## config.mk

```make
export PLATFORM = sky130hd
export DESIGN_NAME = wb_arbiter_2m
export DESIGN_NICKNAME = d
export VERILOG_FILES = /design/src/rtl/wb_arbiter_2m.sv
export SDC_FILE = /design/constraint.sdc
export NUM_CORES = 1
export LEC_CHECK = 0
export ABC_AREA = 1
export CAP_MARGIN = 20
export CELL_PAD_IN_SITES_DETAIL_PLACEMENT = 1
export CELL_PAD_IN_SITES_GLOBAL_PLACEMENT = 1
export CORE_MARGIN = 2
export CORE_UTILIZATION = 14
export DETAILED_ROUTE_END_ITERATION = 6
export PLACE_DENSITY = 0.84
export SETUP_SLACK_MARGIN = 0.02
export SYNTH_ARGS = -nofsm -noshare
export SYNTH_HDL_FRONTEND = slang
export SYNTH_SLANG_ARGS = --single-unit
```

## constraint.sdc

```tcl
create_clock -name wb_clk -period 2.5 [get_ports wb_clk]
set_input_delay 0.375 -clock wb_clk [delete_from_list [all_inputs] [get_ports wb_clk]]
set_output_delay 0.375 -clock wb_clk [all_outputs]
set_load 0.005 [all_outputs]
```

## src/rtl/wb_arbiter_2m.sv

```systemverilog
`default_nettype none
// ============================================================================
// Module      : wb_arbiter_2m
// Description : Two-master Wishbone classic arbiter with round-robin tie
//               break, cyc-based bus lock and per-transfer timeout error.
// Revision    : 1.0 - initial release
// ============================================================================
module wb_arbiter_2m #(
    parameter int unsigned TIMEOUT_CYCLES = 255
) (
    input  logic        wb_clk,
    input  logic        wb_rst,
    input  logic [31:0] m0_adr_i,
    input  logic [31:0] m0_dat_i,
    input  logic        m0_we_i,
    input  logic        m0_cyc_i,
    input  logic        m0_stb_i,
    output logic [31:0] m0_dat_o,
    output logic        m0_ack_o,
    output logic        m0_err_o,
    input  logic [31:0] m1_adr_i,
    input  logic [31:0] m1_dat_i,
    input  logic        m1_we_i,
    input  logic        m1_cyc_i,
    input  logic        m1_stb_i,
    output logic [31:0] m1_dat_o,
    output logic        m1_ack_o,
    output logic        m1_err_o,
    output logic [31:0] s_adr_o,
    output logic [31:0] s_dat_o,
    output logic        s_we_o,
    output logic        s_cyc_o,
    output logic        s_stb_o,
    input  logic [31:0] s_dat_i,
    input  logic        s_ack_i,
    output logic [1:0]  gnt_o
);

    localparam int unsigned       c_TW    = $clog2(TIMEOUT_CYCLES + 1);
    localparam logic [c_TW-1:0]   c_TLIM  = c_TW'(TIMEOUT_CYCLES - 1);
    localparam logic [c_TW-1:0]   c_ONE   = c_TW'(1);

    typedef enum logic [1:0] {
        S_IDLE = 2'd0,
        S_GNT0 = 2'd1,
        S_GNT1 = 2'd2
    } state_t;

    state_t          r_state;
    state_t          w_next;
    logic            r_last;
    logic            r_err;
    logic [c_TW-1:0] r_tcnt;
    logic [1:0]      r_gnt;
    logic            w_stb;
    logic            w_chg;
    logic            w_timeout;
    logic            w_tclr;

    // A granted master keeps the bus while its cyc is high; on release the
    // other requester takes over directly without an idle cycle.
    always_comb begin
        w_next = r_state;
        case (r_state)
            S_IDLE: begin
                if (m0_cyc_i && m1_cyc_i)
                    w_next = r_last ? S_GNT0 : S_GNT1;
                else if (m0_cyc_i)
                    w_next = S_GNT0;
                else if (m1_cyc_i)
                    w_next = S_GNT1;
            end
            S_GNT0: if (!m0_cyc_i) w_next = m1_cyc_i ? S_GNT1 : S_IDLE;
            S_GNT1: if (!m1_cyc_i) w_next = m0_cyc_i ? S_GNT0 : S_IDLE;
            default: w_next = S_IDLE;
        endcase
    end

    always_comb begin
        s_adr_o = 32'd0;
        s_dat_o = 32'd0;
        s_we_o  = 1'b0;
        s_cyc_o = 1'b0;
        w_stb   = 1'b0;
        case (r_state)
            S_GNT0: begin
                s_adr_o = m0_adr_i;
                s_dat_o = m0_dat_i;
                s_we_o  = m0_we_i;
                s_cyc_o = m0_cyc_i;
                w_stb   = m0_stb_i;
            end
            S_GNT1: begin
                s_adr_o = m1_adr_i;
                s_dat_o = m1_dat_i;
                s_we_o  = m1_we_i;
                s_cyc_o = m1_cyc_i;
                w_stb   = m1_stb_i;
            end
            default: ;
        endcase
    end

    // The error cycle suppresses the strobe so the slave sees the transfer end.
    assign s_stb_o   = w_stb & ~r_err;
    assign w_chg     = (w_next != r_state);
    assign w_timeout = s_stb_o & ~s_ack_i & ~w_chg & (r_tcnt == c_TLIM);
    assign w_tclr    = s_ack_i | w_chg | ~s_stb_o | w_timeout;

    always_ff @(posedge wb_clk) begin
        if (wb_rst) begin
            r_state <= S_IDLE;
            r_last  <= 1'b1;
            r_tcnt  <= '0;
            r_err   <= 1'b0;
            r_gnt   <= 2'b00;
        end else begin
            r_state <= w_next;
            r_err   <= w_timeout;
            r_tcnt  <= w_tclr ? '0 : (r_tcnt + c_ONE);
            case (w_next)
                S_GNT0: begin
                    r_gnt  <= 2'b01;
                    r_last <= 1'b0;
                end
                S_GNT1: begin
                    r_gnt  <= 2'b10;
                    r_last <= 1'b1;
                end
                default: r_gnt <= 2'b00;
            endcase
        end
    end

    assign gnt_o    = r_gnt;
    assign m0_dat_o = s_dat_i;
    assign m1_dat_o = s_dat_i;
    assign m0_ack_o = s_ack_i & (r_state == S_GNT0);
    assign m1_ack_o = s_ack_i & (r_state == S_GNT1);
    assign m0_err_o = r_err & (r_state == S_GNT0);
    assign m1_err_o = r_err & (r_state == S_GNT1);

endmodule
`default_nettype wire

```

==> flow_summary.ini <==
[synthesis]
avgSynthCellArea_um2 = 5.71
syn_nets = 568
ys_warn_count = 0
synth.distinct_cells = 23
netlist_instances = 391
synth_area_um2 = 2230
yosysSeqAreaShare_pct = 12.6
synth_seq_cells = 14

[cts]
cts_root_buf = clkbuf_16
cts_tree = built
cts_max_level = 1
cts-buffers-inserted = 3
clkSlewWorstSetupHoldPaths_ns = 0.04
clk_latency_ns = 0.25
post_cts_buffers = 0
clk_path_buf_depth = 2
cts.sinks = 14

[cells_and_area]
diodes = 0
nets = 705
syn_to_final_growth_pct = 92.8
final_common_cell = clkdlybuf4s50_1
design_area_um2 = 4300
final_util_pct = 27.4
drive_gt1_share_pct = 7.98
layout_common_cells = 205 x clkdlybuf4s50_1, 149 x nand2_1, 66 x a21oi_1, 14 x inv_1, 12 x dfxtp_1

[power_and_ir_drop]
total_leakage_power_nw = 1.48
ir_drop_mv = 0.248
p_per_area_nw_per_um2 = 389

[sta]
fmax_mhz = 422
fin_setup_tns_ns = 0
worst_pin_slew_ns = 0.257
clock_skew_ns = 0.00126
final_hold_viol_count = 0
fin_crit_sh_pct = 94.8
slew_headroom_pct = 82.8
period_needed_ns = 2.37
setup_viol = 0
rsz0062_at_grt = false
drv_slew = 0

[die]
io_pins = 306
coreArea_um2 = 15700
die_area_um2 = 17000
initial_utilization_pct = 14.2
die_w_um = 130
die_h_um = 130
row_count = 46

[placed_design]
gp_congestion = 0.738
portBuffers = 209
place_hpwl_um = 8550
placed_cell_area_um2 = 4110

[routing]
routed_wl_um = 11300
drt-initial-drc-count = 66
drtAntennaViolNets = 0
drc_errors = 0
wl_per_cell_um = 15.3
firstDrtPassIters = 4
dr_total_vias = 2908
post_drt_via_cell_ratio = 3.92

[outcome]
status = finished clean

[critical_path]
cp_data_required_time_ns = 2.12
path_class = reg2out
worst-r2r-setup-slack_ns = 0.34
crit_path_end_kind = output port
start_kind = flip-flop
crit_fanout = 25
r2r_cells = 11
crit_arrival_ns = 2.00

[global_route]
grt_pass1_wl_um = 15500
grtUsageTotal_pct = 11.6
antenna_found_initial = 0
grt_pass1_vias = 3008
grt_max_degree = 48
grt_overflow = 0

[run]
cap_violations = 0

[min_path]
whs_path_depth = 1
min_path_type = reg2reg
-- cell usage after synthesis --
master | number | area share [%]
xor2_1 | 3 | 1.2
buf_4 | 66 | 22
clkbuf_1 | 11 | 1.9
nand3_1 | 7 | 1.6
o21ai_0 | 1 | 0.22
inv_1 | 17 | 2.9
dfxtp_1 | 14 | 13
ha_1 | 8 | 4.5
nor2_1 | 10 | 1.7
buf_1 | 4 | 0.67
nor2_4 | 1 | 0.50
nand4_1 | 2 | 0.56
nor3_1 | 1 | 0.22
nand2_2 | 7 | 2.0
nand3b_1 | 1 | 0.34
a21oi_1 | 67 | 15
buf_2 | 6 | 1.3
nor2_2 | 8 | 2.2
a22o_1 | 1 | 0.39
nand2_1 | 149 | 25
nand3_2 | 3 | 1.3
xnor2_1 | 3 | 1.2
nand2_4 | 1 | 0.50
-- critical path, stage by stage, from the launching register on --
cell	delay, ns
dfxtp_4	0.39
inv_2	0.08
ha_4	0.29
inv_6	0.07
buf_12	0.17
nor2_1	0.10
nand2_1	0.08
inv_1	0.06
clkdlybuf4s50_1	0.51
-- through the flow --
stage / std cells / hold WS, ns / setup slack (ns) / power [mW]
global placement: 737 / 0.454 / 0.126 / 1.29
finish: 742 / 0.475 / 0.129 / 1.67
global route: 742 / 0.502 / 0.0266 / 1.79
floorplan: 391 / 0.439 / 0.637 / 0.767
CTS: 741 / 0.483 / 0.00611 / 1.66
detailed placement: 737 / 0.469 / 0.0793 / 1.30
-- kinds of logic (layout without fill, tap and decap cells) --
kind of cell,count (synthesis),in the layout,share of synthesized area (%)
buffers and inverters,104,239,28.9
flip-flops,14,14,12.6
AND/OR/NAND/NOR,190,190,36.0
adder cells (fa/ha/maj),8,8,4.49
AO/OA/AOI/OAI,69,69,15.6
XOR/XNOR,6,6,2.36
-- power by group --
group	internal, mW	leakage, nW	switching [mW]	total, mW
Clock	0.209	0.0370	0.0917	0.301
Sequential	0.244	0.115	0.0196	0.263
Combinational	0.572	1.33	0.537	1.11
Total	1.03	1.48	0.649	1.67
-- flip-flops by register name, summed over array words and instances, names as in the netlist --
name,flops
r_tcnt,8
gnt_o,2
r_state,2
r_err,1
r_last,1
-- final cells by class --
cell class	instances	area, µm²
tap	216	270
timing repair buffer	219	2250
sequential	14	288
clock buffer	3	75.1
fill	1945	11400
inverter	17	68.8
multi-input combinational	273	1350
-- metal layers --
| metal | vias to the layer above | share of wire, % | GRT usage (%) |
|---|---|---|---|
| met5 | - | 0 | 0 |
| met4 | 0 | 2.0 | 3.29 |
| met3 | 27 | 8.0 | 2.58 |
| met2 | 117 | 51 | 22.0 |
| met1 | 1333 | 39 | 12.8 |
| li1 | 1431 | - | - |
-- repair_timing --
item                                    in CTS  in global routing
pin swaps                                    0                  0
cloned                                       1                  1
hold buffers                                 0                  0
resized for setup                           10                  9
endpoints found under the setup margin      59                 51
-- final timing paths --
check,end,from
hold reg to reg,r_tcnt[0]$_SDFF_PP0_,r_tcnt[0]$_SDFF_PP0_
setup / recovery,s_stb_o,r_state[1]$_SDFF_PP0_
setup reg to reg,r_last$_SDFFE_PP1P_,r_state[0]$_SDFF_PP0_
hold / removal,r_tcnt[0]$_SDFF_PP0_,r_tcnt[0]$_SDFF_PP0_
Power figures use the tool's default switching activity.
